<file path="src/rtl/ps2_digit_entry.sv">
// ps2_digit_entry: right-aligned multi-digit decimal entry driven by PS/2
// key-release events. It supports digit, backspace, clear (ESC) and
// commit (ENTER), and presents the committed BCD value with a one-cycle strobe.
module ps2_digit_entry #(
  parameter int unsigned DIGITS = 4
) (
  input  logic                  SYSCLK,
  input  logic                  RST,
  input  logic [15:0]           KEY_CODE,
  input  logic                  KEY_VLD,
  output logic [4*DIGITS-1:0]   DISP_BCD,
  output logic [DIGITS-1:0]     DISP_EN,
  output logic [3:0]            DIGIT_CNT,
  output logic [4*DIGITS-1:0]   ENTRY_VAL,
  output logic                  ENTRY_VLD,
  output logic                  KEY_ERR
);

  typedef enum logic {
    IDLE  = 1'b0,
    ENTRY = 1'b1
  } state_t;

  localparam logic [3:0] MAX_CNT = 4'(DIGITS);

  state_t              state;
  logic                is_digit;
  logic                is_bksp;
  logic                is_enter;
  logic                is_esc;
  logic [4*DIGITS-1:0] digit_vec;
  logic                unused_key_bits;

  // The receiver fills bits [7:4], but only the scan code and digit nibble carry meaning.
  assign unused_key_bits = ^KEY_CODE[7:4];

  // Classify the incoming key from its scan code; nothing is decoded without KEY_VLD.
  always_comb begin
    is_digit = 1'b0;
    is_bksp  = 1'b0;
    is_enter = 1'b0;
    is_esc   = 1'b0;
    if (KEY_VLD) begin
      case (KEY_CODE[15:8])
        8'h45, 8'h16, 8'h1E, 8'h26, 8'h25,
        8'h2E, 8'h36, 8'h3D, 8'h3E, 8'h46: is_digit = 1'b1;
        8'h66:                             is_bksp  = 1'b1;
        8'h5A:                             is_enter = 1'b1;
        8'h76:                             is_esc   = 1'b1;
        default:                           ;
      endcase
    end
  end

  // Zero-extended digit value. Built without replication so that DIGITS=1 stays legal.
  always_comb begin
    digit_vec      = '0;
    digit_vec[3:0] = KEY_CODE[3:0];
  end

  // Leading-blank mask: enable the low DIGIT_CNT digits.
  always_comb begin
    DISP_EN = '0;
    for (int unsigned i = 0; i < DIGITS; i++) begin
      DISP_EN[i] = (4'(i) < DIGIT_CNT);
    end
  end

  // Entry FSM: the display, count, committed value and pulse outputs are all registered here.
  always_ff @(posedge SYSCLK) begin
    if (RST) begin
      state     <= IDLE;
      DISP_BCD  <= '0;
      DIGIT_CNT <= '0;
      ENTRY_VAL <= '0;
      ENTRY_VLD <= 1'b0;
      KEY_ERR   <= 1'b0;
    end else begin
      ENTRY_VLD <= 1'b0;
      KEY_ERR   <= 1'b0;
      case (state)
        IDLE: begin
          if (is_digit) begin
            DISP_BCD  <= digit_vec;
            DIGIT_CNT <= 4'd1;
            state     <= ENTRY;
          end else if (is_enter) begin
            KEY_ERR <= 1'b1;
          end
        end
        ENTRY: begin
          if (is_digit) begin
            if (DIGIT_CNT == MAX_CNT) begin
              KEY_ERR <= 1'b1;
            end else begin
              DISP_BCD  <= (DISP_BCD << 4) | digit_vec;
              DIGIT_CNT <= DIGIT_CNT + 4'd1;
            end
          end else if (is_bksp) begin
            DISP_BCD  <= DISP_BCD >> 4;
            DIGIT_CNT <= DIGIT_CNT - 4'd1;
            if (DIGIT_CNT == 4'd1) begin
              state <= IDLE;
            end
          end else if (is_esc) begin
            DISP_BCD  <= '0;
            DIGIT_CNT <= '0;
            state     <= IDLE;
          end else if (is_enter) begin
            ENTRY_VAL <= DISP_BCD;
            ENTRY_VLD <= 1'b1;
            DISP_BCD  <= '0;
            DIGIT_CNT <= '0;
            state     <= IDLE;
          end
        end
        default: begin
          state <= IDLE;
        end
      endcase
    end
  end

endmodule

</file>
<file path="config.mk">
export PLATFORM = sky130hd
export DESIGN_NAME = ps2_digit_entry
export DESIGN_NICKNAME = d
export VERILOG_FILES = /design/src/rtl/ps2_digit_entry.sv
export SDC_FILE = /design/constraint.sdc
export NUM_CORES = 1
export LEC_CHECK = 0
export ABC_AREA = 0
export CORE_ASPECT_RATIO = 0.6
export CORE_MARGIN = 8
export CORE_UTILIZATION = 50
export DETAILED_ROUTE_END_ITERATION = 6
export DONT_BUFFER_PORTS = 1
export HOLD_SLACK_MARGIN = 0.12
export PLACE_DENSITY_LB_ADDON = 0.2
export SYNTH_ARGS = -nofsm -noshare
export SYNTH_HDL_FRONTEND = slang
export SYNTH_SLANG_ARGS = --single-unit
</file>
<file path="constraint.sdc">
create_clock -name SYSCLK -period 1.8 [get_ports SYSCLK]
set_input_delay 0.36 -clock SYSCLK [delete_from_list [all_inputs] [get_ports SYSCLK]]
set_output_delay 0.36 -clock SYSCLK [all_outputs]
set_load 0.05 [all_outputs]
</file>
* After elaboration in Yosys (flattened, before gate mapping)
Cells that the tools add are included.
** Operators by class
- Add/sub/neg operators :: 2
- Multiply operators :: 0
- Div/mod/pow operators :: 0
- Magnitude comparators :: 4
- Equal/unequal tests :: 18
- Shift-type cells :: 0
- Muxes and demuxes :: 34
- Bitwise logic cells :: 5
- Reduce and logical (&&, ||, !) cells :: 4
** Operator list (number)
- 16-bit two-way mux :: 6
- 8-bit by 6-bit == test with 1-bit output, second input constant :: 6
- 8-bit by 7-bit == test with 1-bit output, second input constant :: 5
- 16-bit one-hot mux with 2 select lines :: 1
- 4-bit two-way mux :: 6
- 1-bit two-way mux :: 18
- 8-bit by 5-bit == test with 1-bit output, second input constant :: 2
- 16-bit by 4-bit bitwise OR with 16-bit output :: 1
- 10-bit OR reduction :: 1
- 1-bit by 4-bit < comparator with 1-bit output, first input constant :: 2
- 2-bit by 4-bit < comparator with 1-bit output, first input constant :: 2
- 4-bit one-hot mux with 2 select lines :: 1
- 5-bit by 1-bit inequality test with 1-bit output, second input constant :: 1
- 5-bit AND reduction :: 1
- 5-bit OR reduction :: 1
- 4-bit by 1-bit adder with 4-bit output, second input constant :: 1
- 4-bit by 1-bit == test with 1-bit output, second input constant :: 1
- 4-bit by 3-bit == test with 1-bit output, second input constant :: 1
- 1-bit inverter :: 4
- 1-bit one-hot mux with 2 select lines :: 2
- 4-bit by 1-bit subtractor with 4-bit output, second input constant :: 1
- 3-bit inequality test, second input constant :: 1
- 3-bit AND reduction :: 1
- 2-bit inequality test, second input constant :: 1
** Word-level totals
- Bits in registers :: 39
- Bits in latches :: 0
- Memory bits (writable) :: 0
- Memory bits (read-only) :: 0
- Input port bits :: 19
- Output and inout bits :: 42
- Word-level logic and storage cells :: 73
- Memories :: 0

* Depth between registers and ports, before layout
- Word-level depth :: 8
- Mapped depth :: 7
- Depth with buffers taken out :: 6

* Least setup slack after synthesis
OpenSTA, ideal clock, no wires.
- Path kind :: reg-to-output
- From :: reg DIGIT_CNT[0]
- To :: out DISP_EN[1]
- Data arrival time :: 2.264 ns
- Required time :: 1.440 ns
- Path slack :: -0.824 ns
- Cell stages (with the launch flop) :: 4
- Buffers on the path :: 0
- Cells stage by stage :: dfxtp_1 > inv_1 > ha_1 > o21ai_0
** Between the ends
- Word-level cells in the longest chain between the ends :: 1
** Ends and longest elaborated chain
- start, declared :: line 13 : output logic [3:0] DIGIT_CNT,
- start signal, assigned :: line 97 : DIGIT_CNT <= DIGIT_CNT + 4'd1;
- start signal, assigned :: line 101 : DIGIT_CNT <= DIGIT_CNT - 4'd1;
- 1-bit by 4-bit < comparator with 1-bit output :: line 65 : DISP_EN[i] = (4'(i) < DIGIT_CNT);
- end, declared :: line 12 : output logic [DIGITS-1:0] DISP_EN,
Every way passes these cells.

* Worst setup path after layout
- From :: reg DIGIT_CNT[1]
- To :: reg DISP_BCD[2]
** Between the ends
- Word-level cells in the longest chain between the ends :: 3
** Ends and longest elaborated chain
- 4-bit by 3-bit == test with 1-bit output :: line 93 : if (DIGIT_CNT == MAX_CNT) begin
- 3-bit inequality test (no source line)
- 3-bit AND reduction (no source line)
- end signal, assigned :: line 84 : DISP_BCD <= digit_vec;
- end signal, assigned :: line 96 : DISP_BCD <= (DISP_BCD << 4) | digit_vec;
- end signal, assigned :: line 100 : DISP_BCD <= DISP_BCD >> 4;
- end, declared :: line 11 : output logic [4*DIGITS-1:0] DISP_BCD,
Every way passes these cells.
A chain may end at the register's enable or synchronous reset.

==> results.sh <==
export IMPL_status="finished, final reports clean"
export IMPL_io_buffers=0
export IMPL_crit_path_start_kind="flip-flop"
export IMPL_drv_cap=0
export IMPL_crit_fanout=7
export IMPL_coreArea_mm2=0.00364
export IMPL_combPwrFrac_pct=6.6
export IMPL_r2r_start="DIGIT_CNT[1]"
export IMPL_num_rows=17
export IMPL_power_leakage_nw=0.851
export IMPL_grt_usage_pct=16.1
export IMPL_die_w_um=95.1
export IMPL_yosysWarnings=0
export IMPL_synth_edff_count=0
export IMPL_syn_to_final_growth_pct=20.9
export IMPL_fin_nets=279
export IMPL_io_pins=61
export IMPL_via_per_inst=5.74
export IMPL_power_density_mw_per_mm2=683
export IMPL_clk_latency_ps=290
export IMPL_setup_violations=0
export IMPL_synthFlopType="dfxtp_1"
export IMPL_antenna_left=0
export IMPL_routedWlPerCell_um=16.5
export IMPL_grt_antenna_before_repair=0
export IMPL_rsz0062_at_grt="yes"
export IMPL_fmax_mhz=579
export IMPL_min_to="ENTRY_VAL[2]"
export IMPL_drt_iter0_markers=153
export IMPL_hold_viol_final=0
export IMPL_synthArstFlopShare_pct=0
export IMPL_synth_distinct_cells=43
export IMPL_htree_num_levels=2
export IMPL_die_area_mm2=0.00603
export IMPL_yosysSeqAreaShare_pct=41.6
export IMPL_path_class="reg -> reg"
export IMPL_cp_end_kind="flip-flop"
export IMPL_netlist_area_mm2=0.00188
export IMPL_synth_seq_cells=39
export IMPL_synth_top_area_share_pct=41.6
export IMPL_ir_worst_vdd_uv=471
export IMPL_internal_power_w=0.00118
export IMPL_cts_buffers=5
export IMPL_drive_gt1_share_pct=22.6
export IMPL_p_sw_share_pct=23.7
export IMPL_fin_worst_skew_ps=3.75
export IMPL_tritoncts="done"
export IMPL_reg2reg_slack_ps=70
export IMPL_hpwl_mm=3.64
export IMPL_globalRoute_totalOverflow=0
export IMPL_setup_tns_ps=0
export IMPL_path_clk_slew_ps=70
export IMPL_p_clk_share_pct=36.3
export IMPL_grt_pass1_wl_mm=7.76
export IMPL_vias=1745
export IMPL_firstDrtPassIters=4
export IMPL_clock_sinks=39
export IMPL_period_needed_ps=1730
export IMPL_reg2regPathDepth=7
export IMPL_synth_area_leaders="dfxtp_1 42%, nand2_1 9.4%, a21oi_1 7.2%, a221oi_1 4.2%, nor2_1 3.6%"
export IMPL_power_switching_w=0.000366
export IMPL_cp_required_ps=1990
export IMPL_die_height_um=63.4
export IMPL_clock_path_buffers=2
export IMPL_routed_wl_mm=5.03
export IMPL_total_power_w=0.00155
export IMPL_grt_pass1_vias=1515
export IMPL_synth_area_per_cell_um2=8.23
export IMPL_arrival_ps=1910
export IMPL_yosys_area_top_type="dfxtp_1"
export IMPL_antenna_cells=0
export IMPL_whs_path_depth=1
export IMPL_min_from="RST"
export IMPL_cts_root_buf="clkbuf_8"
export IMPL_timing_rr_end="DISP_BCD[2]"
export IMPL_route_detailed_drc=0
export IMPL_synthCells=228
export IMPL_final_util_pct=62.3
export IMPL_start_util_pct=51.6
export IMPL_pwr_share_seq_pct=57.2
export IMPL_tightest_slew_ps=641
export IMPL_finalMaxSlewViolations=0
export IMPL_fin_crit_sh_pct=95.9
export IMPL_grt_max_degree=42
export IMPL_syn_nets=251
export IMPL_hold_path_class="in -> reg"
export IMPL_slew_headroom_pct=57.2
export IMPL_gp_congestion=0.805
per-layer routing:
metal	share of wire (%)	global-route usage [%]
met1	47	23.0
met2	41	21.0
met3	12	7.21
met4	0.48	3.68
met5	0	0
power groups by stage:
stage / clock network (W) / logic [W] / registers, W
6_report: 0.000562 / 0.000101 / 0.000885
5_1_grt: 0.000602 / 0.000109 / 0.000886
4_1_cts: 0.000565 / 0.0000962 / 0.000885
3_5_place_dp: 0 / 0.0000957 / 0.000905
3_3_place_gp: 0 / 0.0000948 / 0.000905
2_1_floorplan: 0 / 0.0000681 / 0.000917
sequential cells by signal, summed over array words and instances, names as in the netlist:
signal and count:
DIGIT_CNT 4, KEY_ERR 1, state 1, DISP_BCD 16, ENTRY_VAL 16, ENTRY_VLD 1
critical path, stage by stage (launching register included):
cell      delay, ps
dfxtp_4         380
inv_1            90
ha_1            210
and3_1          220
o22ai_2         240
buf_6           160
nor2_1           40
a311oi_1        280
synth_stat cells, drive strengths merged (2+ instances only):
master,count
nor3,9
nand4,5
dfxtp,39
ha,4
buf,8
o21ai,7
nand2,47
clkbuf,6
and3,2
or3,2
o32ai,2
nor2,19
a221oi,9
nand3,7
a211oi,2
inv,5
a21oi,27
a311oi,4
and2b,2
or2,2
nor2b,2
nand2b,2
per-stage QoR:
stage | hold WS (ps) | worst slack (ps) | instances | area [um^2]
2_1_floorplan | 519 | 8.95 | 228 | 1890
3_3_place_gp | 435 | -68.1 | 293 | 2130
3_5_place_dp | 437 | -70.4 | 293 | 2130
4_1_cts | 132 | 24.7 | 301 | 2220
5_1_grt | 126 | -18.6 | 304 | 2270
6_report | 137 | 74.2 | 304 | 2270
area by class of cell:
type                            count  area [um^2]
Sequential cell                    39          790
Inverter                            5         18.8
Timing Repair Buffer               36          335
Tap cell                           47         58.8
Clock buffer                        7         76.3
Multi-Input combinational cell    169          983
Fill cell                         333         1370
Clock inverter                      1         5.00
cells by family after synthesis:
kind of cell | share of synthesized area, %
AND/OR/NAND/NOR | 27.3
AO/OA/AOI/OAI | 21.1
flip-flops | 41.6
buffers and inverters | 6.87
adder cells (fa/ha/maj) | 2.67
XOR/XNOR | 0.467
placed cells by master, fill, tap and decap left out, drive strengths merged, types with 2 or more instances in the layout:
cell type	n
or2	2
a311oi	4
nand3	7
inv	5
a221oi	9
ha	4
nand4	5
dfxtp	39
nor2b	2
nand2	47
or3	2
a21oi	27
nor3	9
nor2	19
nand2b	2
o32ai	2
and2b	2
and3	2
a211oi	2
clkbuf	7
buf	35
o21ai	7
timing repair:
| action | CTS | global route |
|---|---|---|
| endpoints found under the setup margin | 0 | 16 |
| gates resized for setup | 0 | 5 |
| setup buffers | 0 | 2 |
| hold buffers | 0 | 0 |
how the worst max path moves through the flow:
stage,startpoint,to,slack (ps),depth (start not counted)
finish,DIGIT_CNT[1],DISP_BCD[2],70,7
global route,DIGIT_CNT[1],DISP_BCD[2],-20,7
CTS,DIGIT_CNT[0],DISP_EN[1],20,4
detailed placement,KEY_CODE[11],DISP_BCD[2],-70,6
global placement,KEY_CODE[11],DIGIT_CNT[3],-70,5
floorplan,DIGIT_CNT[2],DIGIT_CNT[0],9,6
Power figures use the tool's default switching activity.
